File: src/rtl/komandara_rsp_router_if.sv
// rtl/komandara_rsp_router_if.sv - issue/response bundle between arbiter return path, downstream slave and requesters
interface komandara_rsp_router_if #(
  parameter int N_REQ  = 2,
  parameter int DEPTH  = 4,
  parameter int DATA_W = 32
);
  localparam int CNT_W = $clog2(DEPTH + 1);

  logic              issue_valid_i;
  logic [N_REQ-1:0]  issue_gnt_i;
  logic              issue_ready_o;
  logic              rsp_valid_i;
  logic [DATA_W-1:0] rsp_data_i;
  logic              rsp_err_i;
  logic              rsp_ready_o;
  logic [N_REQ-1:0]  rsp_valid_o;
  logic [N_REQ-1:0]  rsp_ready_i;
  logic [DATA_W-1:0] rsp_data_o;
  logic              rsp_err_o;
  logic [CNT_W-1:0]  outstanding_o;
  logic              unexp_rsp_o;

  modport slave (
    input  issue_valid_i, issue_gnt_i, rsp_valid_i, rsp_data_i, rsp_err_i, rsp_ready_i,
    output issue_ready_o, rsp_ready_o, rsp_valid_o, rsp_data_o, rsp_err_o,
           outstanding_o, unexp_rsp_o
  );

  modport master (
    output issue_valid_i, issue_gnt_i, rsp_valid_i, rsp_data_i, rsp_err_i, rsp_ready_i,
    input  issue_ready_o, rsp_ready_o, rsp_valid_o, rsp_data_o, rsp_err_o,
           outstanding_o, unexp_rsp_o
  );
endinterface

File: src/rtl/komandara_rsp_router.sv
// rtl/komandara_rsp_router.sv - in-order response router steering downstream responses via a grant ID FIFO
module komandara_rsp_router #(
  parameter int N_REQ  = 2,
  parameter int DEPTH  = 4,
  parameter int DATA_W = 32
) (
  input  logic clk_i,
  input  logic rst_i,
  komandara_rsp_router_if.slave bus
);
  localparam int IDX_W = (N_REQ > 1) ? $clog2(N_REQ) : 1;
  localparam int PTR_W = (DEPTH > 1) ? $clog2(DEPTH) : 1;
  localparam int CNT_W = $clog2(DEPTH + 1);

  logic [IDX_W-1:0] fifo_q [DEPTH];
  logic [PTR_W-1:0] wr_ptr_q, rd_ptr_q;
  logic [CNT_W-1:0] count_q;
  logic             unexp_q;

  logic             empty, push, pop;
  logic [IDX_W-1:0] head, gnt_idx;
  logic             head_ready;

  assign empty = (count_q == '0);
  assign head  = fifo_q[rd_ptr_q];

  // Descending scan so the lowest set grant bit wins.
  always_comb begin
    gnt_idx = '0;
    for (int k = N_REQ - 1; k >= 0; k--) begin
      if (bus.issue_gnt_i[k]) gnt_idx = IDX_W'(k);
    end
  end

  always_comb begin
    head_ready      = 1'b0;
    bus.rsp_valid_o = '0;
    for (int k = 0; k < N_REQ; k++) begin
      if (IDX_W'(k) == head) begin
        head_ready         = bus.rsp_ready_i[k];
        bus.rsp_valid_o[k] = bus.rsp_valid_i && !empty;
      end
    end
  end

  assign bus.issue_ready_o = (count_q != CNT_W'(DEPTH));
  assign bus.rsp_ready_o   = empty ? 1'b1 : head_ready;
  assign bus.rsp_data_o    = bus.rsp_data_i;
  assign bus.rsp_err_o     = bus.rsp_err_i;
  assign bus.outstanding_o = count_q;
  assign bus.unexp_rsp_o   = unexp_q;

  assign push = bus.issue_valid_i && bus.issue_ready_o && (|bus.issue_gnt_i);
  assign pop  = !empty && bus.rsp_valid_i && bus.rsp_ready_o;

  // Entries are left unreset; only the pointers and count define validity.
  always_ff @(posedge clk_i) begin
    if (push && !rst_i) fifo_q[wr_ptr_q] <= gnt_idx;
  end

  always_ff @(posedge clk_i) begin
    if (rst_i) begin
      wr_ptr_q <= '0;
      rd_ptr_q <= '0;
      count_q  <= '0;
      unexp_q  <= 1'b0;
    end else begin
      unexp_q <= empty && bus.rsp_valid_i;
      if (push) wr_ptr_q <= (wr_ptr_q == PTR_W'(DEPTH - 1)) ? '0 : wr_ptr_q + 1'b1;
      if (pop)  rd_ptr_q <= (rd_ptr_q == PTR_W'(DEPTH - 1)) ? '0 : rd_ptr_q + 1'b1;
      if (push && !pop)      count_q <= count_q + 1'b1;
      else if (pop && !push) count_q <= count_q - 1'b1;
    end
  end

`ifndef SYNTHESIS
  a_onehot_valid: assert property (@(posedge clk_i) disable iff (rst_i) $onehot0(bus.rsp_valid_o));
  a_no_push_full: assert property (@(posedge clk_i) disable iff (rst_i) !(push && count_q == CNT_W'(DEPTH)));
  a_count_bound:  assert property (@(posedge clk_i) disable iff (rst_i) count_q <= CNT_W'(DEPTH));
`endif
endmodule

File: src/flat_wrapper.sv
// flat-port wrapper written by rule: the top's interface ports become plain ports
module komandara_rsp_router_flat 
#(
  parameter int N_REQ  = 2,
  parameter int DEPTH  = 4,
  parameter int DATA_W = 32
)
  (clk_i, rst_i, bus_issue_valid_i, bus_issue_gnt_i, bus_rsp_valid_i, bus_rsp_data_i, bus_rsp_err_i, bus_rsp_ready_i, bus_issue_ready_o, bus_rsp_ready_o, bus_rsp_valid_o, bus_rsp_data_o, bus_rsp_err_o, bus_outstanding_o, bus_unexp_rsp_o);
  komandara_rsp_router_if #(.N_REQ(N_REQ), .DEPTH(DEPTH), .DATA_W(DATA_W)) bus_i ();
  input  logic clk_i;
  input  logic rst_i;
  input wire logic [$bits(bus_i.issue_valid_i)-1:0] bus_issue_valid_i;
  input wire logic [$bits(bus_i.issue_gnt_i)-1:0] bus_issue_gnt_i;
  input wire logic [$bits(bus_i.rsp_valid_i)-1:0] bus_rsp_valid_i;
  input wire logic [$bits(bus_i.rsp_data_i)-1:0] bus_rsp_data_i;
  input wire logic [$bits(bus_i.rsp_err_i)-1:0] bus_rsp_err_i;
  input wire logic [$bits(bus_i.rsp_ready_i)-1:0] bus_rsp_ready_i;
  output wire logic [$bits(bus_i.issue_ready_o)-1:0] bus_issue_ready_o;
  output wire logic [$bits(bus_i.rsp_ready_o)-1:0] bus_rsp_ready_o;
  output wire logic [$bits(bus_i.rsp_valid_o)-1:0] bus_rsp_valid_o;
  output wire logic [$bits(bus_i.rsp_data_o)-1:0] bus_rsp_data_o;
  output wire logic [$bits(bus_i.rsp_err_o)-1:0] bus_rsp_err_o;
  output wire logic [$bits(bus_i.outstanding_o)-1:0] bus_outstanding_o;
  output wire logic [$bits(bus_i.unexp_rsp_o)-1:0] bus_unexp_rsp_o;
  assign bus_i.issue_valid_i = bus_issue_valid_i;
  assign bus_i.issue_gnt_i = bus_issue_gnt_i;
  assign bus_i.rsp_valid_i = bus_rsp_valid_i;
  assign bus_i.rsp_data_i = bus_rsp_data_i;
  assign bus_i.rsp_err_i = bus_rsp_err_i;
  assign bus_i.rsp_ready_i = bus_rsp_ready_i;
  assign bus_issue_ready_o = bus_i.issue_ready_o;
  assign bus_rsp_ready_o = bus_i.rsp_ready_o;
  assign bus_rsp_valid_o = bus_i.rsp_valid_o;
  assign bus_rsp_data_o = bus_i.rsp_data_o;
  assign bus_rsp_err_o = bus_i.rsp_err_o;
  assign bus_outstanding_o = bus_i.outstanding_o;
  assign bus_unexp_rsp_o = bus_i.unexp_rsp_o;
  komandara_rsp_router #(.N_REQ(N_REQ), .DEPTH(DEPTH), .DATA_W(DATA_W)) u_core (.clk_i(clk_i), .rst_i(rst_i), .bus(bus_i));
endmodule
File: config.mk
export PLATFORM = sky130hd
export DESIGN_NAME = komandara_rsp_router_flat
export DESIGN_NICKNAME = d
export VERILOG_FILES = /design/src/rtl/komandara_rsp_router_if.sv /design/src/rtl/komandara_rsp_router.sv /design/src/flat_wrapper.sv
export SDC_FILE = /design/constraint.sdc
export NUM_CORES = 1
export LEC_CHECK = 0
export ABC_AREA = 1
export CORE_AREA = 2 2 78 50
export DETAILED_ROUTE_END_ITERATION = 8
export DIE_AREA = 0 0 80 52
export GPL_ROUTABILITY_DRIVEN = 1
export PLACE_DENSITY = 0.73
export SLEW_MARGIN = 10
export SYNTH_ARGS = -nofsm -noshare
export SYNTH_HDL_FRONTEND = slang
export SYNTH_SLANG_ARGS = --single-unit
export TNS_END_PERCENT = 100
File: constraint.sdc
create_clock -name clk_i -period 2.48 [get_ports clk_i]
set_clock_uncertainty 0.05 [all_clocks]
set_input_delay 0.248 -clock clk_i [delete_from_list [all_inputs] [get_ports clk_i]]
set_output_delay 0.248 -clock clk_i [all_outputs]
set_load 0.005 [all_outputs]
==> results by group, run 1 <==
Clock tree
  – Hold buffer count at CTS: 0
  – CTS Buffer Depth: 2
  – CTS tree: done
  – Setup Fix Bufs, Post-CTS: 0
  – CTS clock-pin slew for the worst setup and hold paths: 0.06 ns
  – # resized after CTS: 0
  – CTS Sinks: 14
  – Worst-Skew Late Latency: 0.25 ns
  – CTS Root Cell: clkbuf_8
  – CTS Buf Count: 3
  – H-tree Lvls: 1

Worst setup path
  – WS Path Type: reg2reg
  – Worst Path Arrival: 2.25 ns
  – Top cell by count, worst path: inv_1
  – Reg-to-reg endpoint: u_core.bus.outstanding_o[2]$_SDFFE_PP0P_
  – Slowest CP cell: fa_1
  – FF-to-FF setup slack: 0.31 ns
  – Setup crit end kind: flop
  – Reg2Reg Depth: 12
  – Crit-path cells: inv_1 > nand3_4 > nand2_1 > inv_1 > nand2_1 > ha_1 > inv_1 > fa_1 > a21oi_1 > o21ai_0 > o21ai_0 > a21oi_1
  – CP max FO: 5
  – CP required: 2.56 ns
  – CP max stage delay: 0.38 ns
  – Startpoint types: flop
  – Critical R2R Launch: u_core.bus.outstanding_o[0]$_SDFFE_PP0P_

Global route
  – GR Overflow Total: 0
  – Global-route wire length before repair: 2615 um
  – Initial antenna violation count: 0
  – Total global-route track usage: 8.293%
  – Number of global-route vias before repair: 578
  – Largest net degree at the start of global routing: 10

Min path
  – Worst min path class: in2out
  – WHS Endpoint: bus_rsp_data_o[10]
  – WHS Path Cells: 0
  – HP Start: bus_rsp_data_i[10]

Route
  – WL met1: 760 um
  – DR vias: 584
  – Drt wl/cell: 10.07 um
  – Total wire length: 1531 um
  – Number of remaining DRC errors: 0
  – Top Metal Used: met3
  – First-pass DRT Iterations: 4
  – Iter 0 DRT Violations: 45
  – Met3 WL post-DR: 175 um
  – Routed Antenna Nets: 0
  – Drt via density: 3.842
  – Routed length on met2: 595 um

Yosys
  – Top-area cell type share of the netlist area: 25.10%
  – Mapped cell area: 987.2 sq um
  – Top area cells in the synthesized netlist: buf_4, dfxtp_1, edfxtp_1
  – Syn Nets: 167
  – Seq/Total Area, Yosys: 32.45%
  – Leading area contributor after synthesis: buf_4
  – Yosys reg bits: 14
  – Synth cell types: 16
  – YS warnings: 0
  – Cells after Synth: 119
  – Average size of a mapped cell: 8.296 sq um

Placement
  – Hpwl dp: 1219 um
  – GPL Wtd Cong: 0.7734
  – I/O Buffers: 15

Layout
  – Share of cells above drive strength 1: 10.48%
  – Area added between synthesis and finish: 0.6337%
  – Nets@finish: 154
  – Diode count: 0

Floorplan
  – Die width: 80 um
  – Die Ht: 52 um
  – Core box area: 3488 sq um
  – Initial Util: 28.30%
  – Die ar.: 4160 sq um
  – Std-Cell Rows: 17
  – I/O pin count: 82

Job
  – Max-Cap Viols: 0

Timing
  – RSZ-0062 raised after global routing: false
  – Hold Fails Final Rpt: 0
  – Final setup fails: 0
  – Slew HR: 81.03%
  – Crit share post-route: 87.31%
  – Fin Setup TNS: 0 ns
  – Final Max Slew Viols: 0
  – Fin crit period: 2.165 ns
  – Least-Margin Pin Slew: 0.2842 ns
  – Achievable clock frequency: 461.8 MHz

Pwr
  – VDD IR-drop max: 0.4098 mV
  – PD cells: 1011 nW/um^2
  – Leak: 0.0004172 uW
  – Final total power: 1005 uW

Run status
  – Status: finished, final reports clean
==> area by class of cell <==
cell class / instances / area, sq um
Tap cell: 47 / 58.81
Clock buffer: 3 / 41.29
Clock inverter: 1 / 3.754
Inverter: 17 / 63.81
Multi-Input combinational cell: 55 / 355.3
Sequential cell: 14 / 320.3
Timing Repair Buffer: 15 / 150.1
Fill cell: 381 / 2495
==> worst max-delay path: cells and delay by family (launching register included) <==
| kind | cells | cell delay (ns) |
|---|---|---|
| flops | 1 | 0.34 |
| buf+inv | 3 | 0.32 |
| simple gates | 3 | 0.34 |
| fa+ha+maj | 2 | 0.53 |
| compound gates | 4 | 0.46 |
==> kinds of logic (layout without fill, tap and decap cells) <==
kind of cell	count (synthesis)	in the layout	share of synthesized area, %
fa+ha+maj	7	7	9.632
simple gates	32	32	18.00
buf+inv	50	36	31.56
flops	14	14	32.45
compound gates	16	16	8.365
==> cell usage after synthesis <==
master / count
a21oi_1: 9
buf_4: 33
dfxtp_1: 10
edfxtp_1: 4
fa_1: 1
ha_1: 6
inv_1: 17
nand2_1: 11
nand2_2: 2
nand3_1: 3
nand3_2: 3
nand3_4: 2
nor2_1: 10
o21a_1: 1
o21ai_0: 6
or2_2: 1
==> per-layer routing <==
layer,global-route usage (%),vias to the layer above
li1,-,312
met1,10.37,240
met2,11.67,32
met3,5.382,0
met4,2.260,0
met5,0,-
==> cells in the final DEF (no fill, tap or decap), types with 3 or more instances in the layout <==
master	n
a21oi_1	9
clkbuf_8	3
clkdlybuf4s50_1	15
dfxtp_1	10
edfxtp_1	4
ha_1	6
inv_1	17
nand2_1	11
nand3_1	3
nand3_2	3
nor2_1	10
o21ai_0	6
==> stage by stage <==
| step | utilization, % | setup slack [ns] | std cells | hold WS, ns | area, sq um |
|---|---|---|---|---|---|
| after floorplan | - | 0.5454 | 119 | 0.3263 | 987.2 |
| after global placement | 27.19 | 0.2961 | 148 | 0.4460 | 948.4 |
| after detailed placement | 27.19 | 0.2133 | 148 | 0.4460 | 948.4 |
| after CTS | 28.48 | 0.3208 | 152 | 0.4460 | 993.5 |
| after global routing | 28.48 | 0.1508 | 152 | 0.4460 | 993.5 |
| final | 28.48 | 0.3148 | 152 | 0.4460 | 993.5 |
==> report_power, final <==
part / total, uW / switching (uW) / internal, uW
logic: 467 / 245 / 222
clock network: 193 / 83.6 / 110
registers: 345 / 47.3 / 297
==> worst max path at each step <==
stage	start	end	slack [ns]	cells past startpoint
final	u_core.bus.outstanding_o[0]$_SDFFE_PP0P_	u_core.bus.outstanding_o[2]$_SDFFE_PP0P_	0.31	12
after global routing	u_core.bus.outstanding_o[0]$_SDFFE_PP0P_	u_core.bus.outstanding_o[2]$_SDFFE_PP0P_	0.15	12
after CTS	u_core.bus.outstanding_o[0]$_SDFFE_PP0P_	u_core.bus.outstanding_o[2]$_SDFFE_PP0P_	0.32	12
after detailed placement	bus_issue_gnt_i[1]	u_core.bus.outstanding_o[2]$_SDFFE_PP0P_	0.21	11
after global placement	bus_issue_gnt_i[1]	u_core.bus.outstanding_o[2]$_SDFFE_PP0P_	0.30	11
after floorplan	u_core.bus.outstanding_o[0]$_SDFFE_PP0P_	u_core.bus.outstanding_o[2]$_SDFFE_PP0P_	0.55	12
(Power assumes the default switching activity.)
==> run 2, diff against run 1 <==
- SLEW_MARGIN: 10 -> 40
==> results of run 2 <==
The final DEF is identical to that of run 1; final timing and power are the same.
==> run 3, diff against run 2 <==
- RECOVER_POWER: not set -> 50
- SETUP_SLACK_MARGIN: not set -> 0.2
==> run 3 against run 2 <==
  * Die area is the same
  * Power grew 0.80%
  * Core utilization is essentially flat
  * Sequential power is essentially flat
==> results by group, run 3 (synthesis gave the netlist of run 1 again) <==
Run status
  – Status: finished, final reports clean

Worst setup path
  – Reg2Reg Depth: 12 (unchanged)
  – Worst Path Arrival: 2.18 ns (-0.07 ns)
  – CP max FO: 5 (unchanged)
  – CP Launch Point: u_core.bus.outstanding_o[2]$_SDFFE_PP0P_
  – Startpoint types: flop
  – CP required: 2.56 ns (about the same)
  – Reg-to-reg endpoint: u_core.bus.outstanding_o[2]$_SDFFE_PP0P_
  – Top cell by count, worst path: inv_1
  – Slowest CP cell: fa_1
  – Setup crit end kind: flop
  – Crit-path cells: inv_1 > nand3_4 > nand2_1 > inv_1 > nand2_1 > ha_1 > inv_1 > fa_1 > a21oi_1 > o21ai_0 > o21ai_1 > a21oi_1
  – WS Path Type: reg2reg
  – CP max stage delay: 0.38 ns (about the same)
  – WP buf/inv: 3 (unchanged)
  – Crit path depth: 12 (unchanged)
  – Critical R2R Launch: u_core.bus.outstanding_o[2]$_SDFFE_PP0P_
  – Crit path capture: u_core.bus.outstanding_o[2]$_SDFFE_PP0P_
  – FF-to-FF setup slack: 0.38 ns (+0.06 ns)
  – Cell family with the largest share of critical-path delay: adder cells

Clock tree
  – CTS Buf Count: 3 (unchanged)
  – CTS tree: done
  – CTS Buffer Depth: 2 (unchanged)
  – CTS Root Cell: clkbuf_8
  – CTS Sinks: 14 (unchanged)
  – Worst-Skew Late Latency: 0.25 ns (about the same)
  – H-tree Lvls: 1 (unchanged)
  – CTS clock-pin slew for the worst setup and hold paths: 0.06 ns (about the same)
  – Setup Fix Bufs, Post-CTS: 0 (unchanged)

Timing
  – Crit share post-route: 84.70% (-2.6 points)
  – Hold Fails Final Rpt: 0 (unchanged)
  – Fin Setup TNS: 0 ns (unchanged)
  – Least-Margin Pin Slew: 0.2805 ns (-0.003703 ns)
  – Final Max Slew Viols: 0 (unchanged)
  – Fin crit period: 2.100 ns (-0.06477 ns)
  – Slew HR: 81.28% (+0.25 points)
  – Achievable clock frequency: 476.1 MHz (+3.1%)
  – Final setup fails: 0 (unchanged)
  – RSZ-0062 raised after global routing: false

Floorplan
  – Die ar.: 4160 sq um (unchanged)
  – Std-Cell Rows: 17 (unchanged)
  – Initial Util: 28.30% (unchanged)
  – Core box area: 3488 sq um (unchanged)
  – I/O pin count: 82 (unchanged)
  – Die Ht: 52 um (unchanged)
  – Die width: 80 um (unchanged)

Global route
  – Global-route wire length before repair: 2615 um (unchanged)
  – Total global-route track usage: 8.293% (unchanged)
  – GR Overflow Total: 0 (unchanged)
  – Number of global-route vias before repair: 578 (unchanged)
  – Largest net degree at the start of global routing: 10 (unchanged)
  – Initial antenna violation count: 0 (unchanged)

Route
  – Total wire length: 1532 um (about the same)
  – DR vias: 582 (-0.34%)
  – First-pass DRT Iterations: 4 (unchanged)
  – Number of remaining DRC errors: 0 (unchanged)
  – Iter 0 DRT Violations: 41 (-8.9%)
  – Drt wl/cell: 10.08 um (about the same)
  – Drt via density: 3.829 (-0.34%)
  – Routed Antenna Nets: 0 (unchanged)

Placement
  – Hpwl dp: 1219 um (unchanged)
  – Post-placement cell count: 148 (unchanged)
  – I/O Buffers: 15 (unchanged)
  – GPL Wtd Cong: 0.7734 (unchanged)

Layout
  – Area added between synthesis and finish: 0.7604%
  – Final non-filler cell total: 152 (unchanged)
  – Share of cells above drive strength 1: 13.33% (+2.9 points)
  – Commonest cells after routing, fill and taps aside: inv_1, clkdlybuf4s50_1, nand2_1, nor2_1
  – Diode count: 0 (unchanged)
  – Nets@finish: 154 (unchanged)

Pwr
  – Leak: 0.0004168 uW (about the same)
  – VDD IR-drop max: 0.4192 mV (+2.3%)
  – PD cells: 1018 nW/um^2 (+0.67%)

Job
  – Max-Cap Viols: 0 (unchanged)

Min path
  – Worst min path class: in2out
-- run 3: cell type report --
| class | instances | area, sq um |
|---|---|---|
| flip-flops and latches | 14 | 321.6 |
| clock inverters | 1 | 3.754 |
| well taps | 47 | 58.81 |
| repair buffers | 15 | 150.1 |
| multi-input cells | 55 | 355.3 |
| fillers | 380 | 2494 |
| clock buffers | 3 | 41.29 |
| inverters | 17 | 63.81 |
-- run 3: worst min path at each step --
stage / end / slack (ns) / startpoint / cells past startpoint
CTS: bus_rsp_data_o[13] / 0.45 / bus_rsp_data_i[13] / 0
finish: bus_rsp_data_o[10] / 0.45 / bus_rsp_data_i[10] / 0
global route: bus_rsp_data_o[21] / 0.45 / bus_rsp_data_i[21] / 0
global placement: bus_rsp_data_o[13] / 0.45 / bus_rsp_data_i[13] / 0
floorplan: u_core.bus.unexp_rsp_o$_SDFF_PP0_ / 0.33 / bus_rsp_valid_i / 2
detailed placement: bus_rsp_data_o[13] / 0.45 / bus_rsp_data_i[13] / 0
-- run 3: repair_timing --
item                       4_1_cts  5_1_grt
resized for setup                0        4
hold buffers                     0        0
setup endpoints to repair        0        1
-- run 3: metal layers --
layer	up-vias	part of all wire, %	GRT usage [%]
li1	312	-	-
met1	236	49	10.37
met2	34	39	11.67
met3	0	12	5.382
met4	0	0	2.260
met5	-	0	0
-- run 3: power breakdown --
part	switching (uW)	internal, uW	leakage, uW
sequential	49.6	299	0.000120
clock	84.5	110	0.0000231
combinational	247	223	0.000274
-- run 3: per-stage QoR --
stage	utilization [%]	hold WS [ns]	total power [uW]	setup slack, ns	cell area [sq um]
final	28.52	0.4460	1013	0.3795	994.7
after floorplan	-	0.3263	680.6	0.5454	987.2
after global placement	27.19	0.4460	811.2	0.2961	948.4
after global routing	28.52	0.4460	1098	0.2291	994.7
after CTS	28.48	0.4460	1008	0.3208	993.5
after detailed placement	27.19	0.4460	816.0	0.2133	948.4
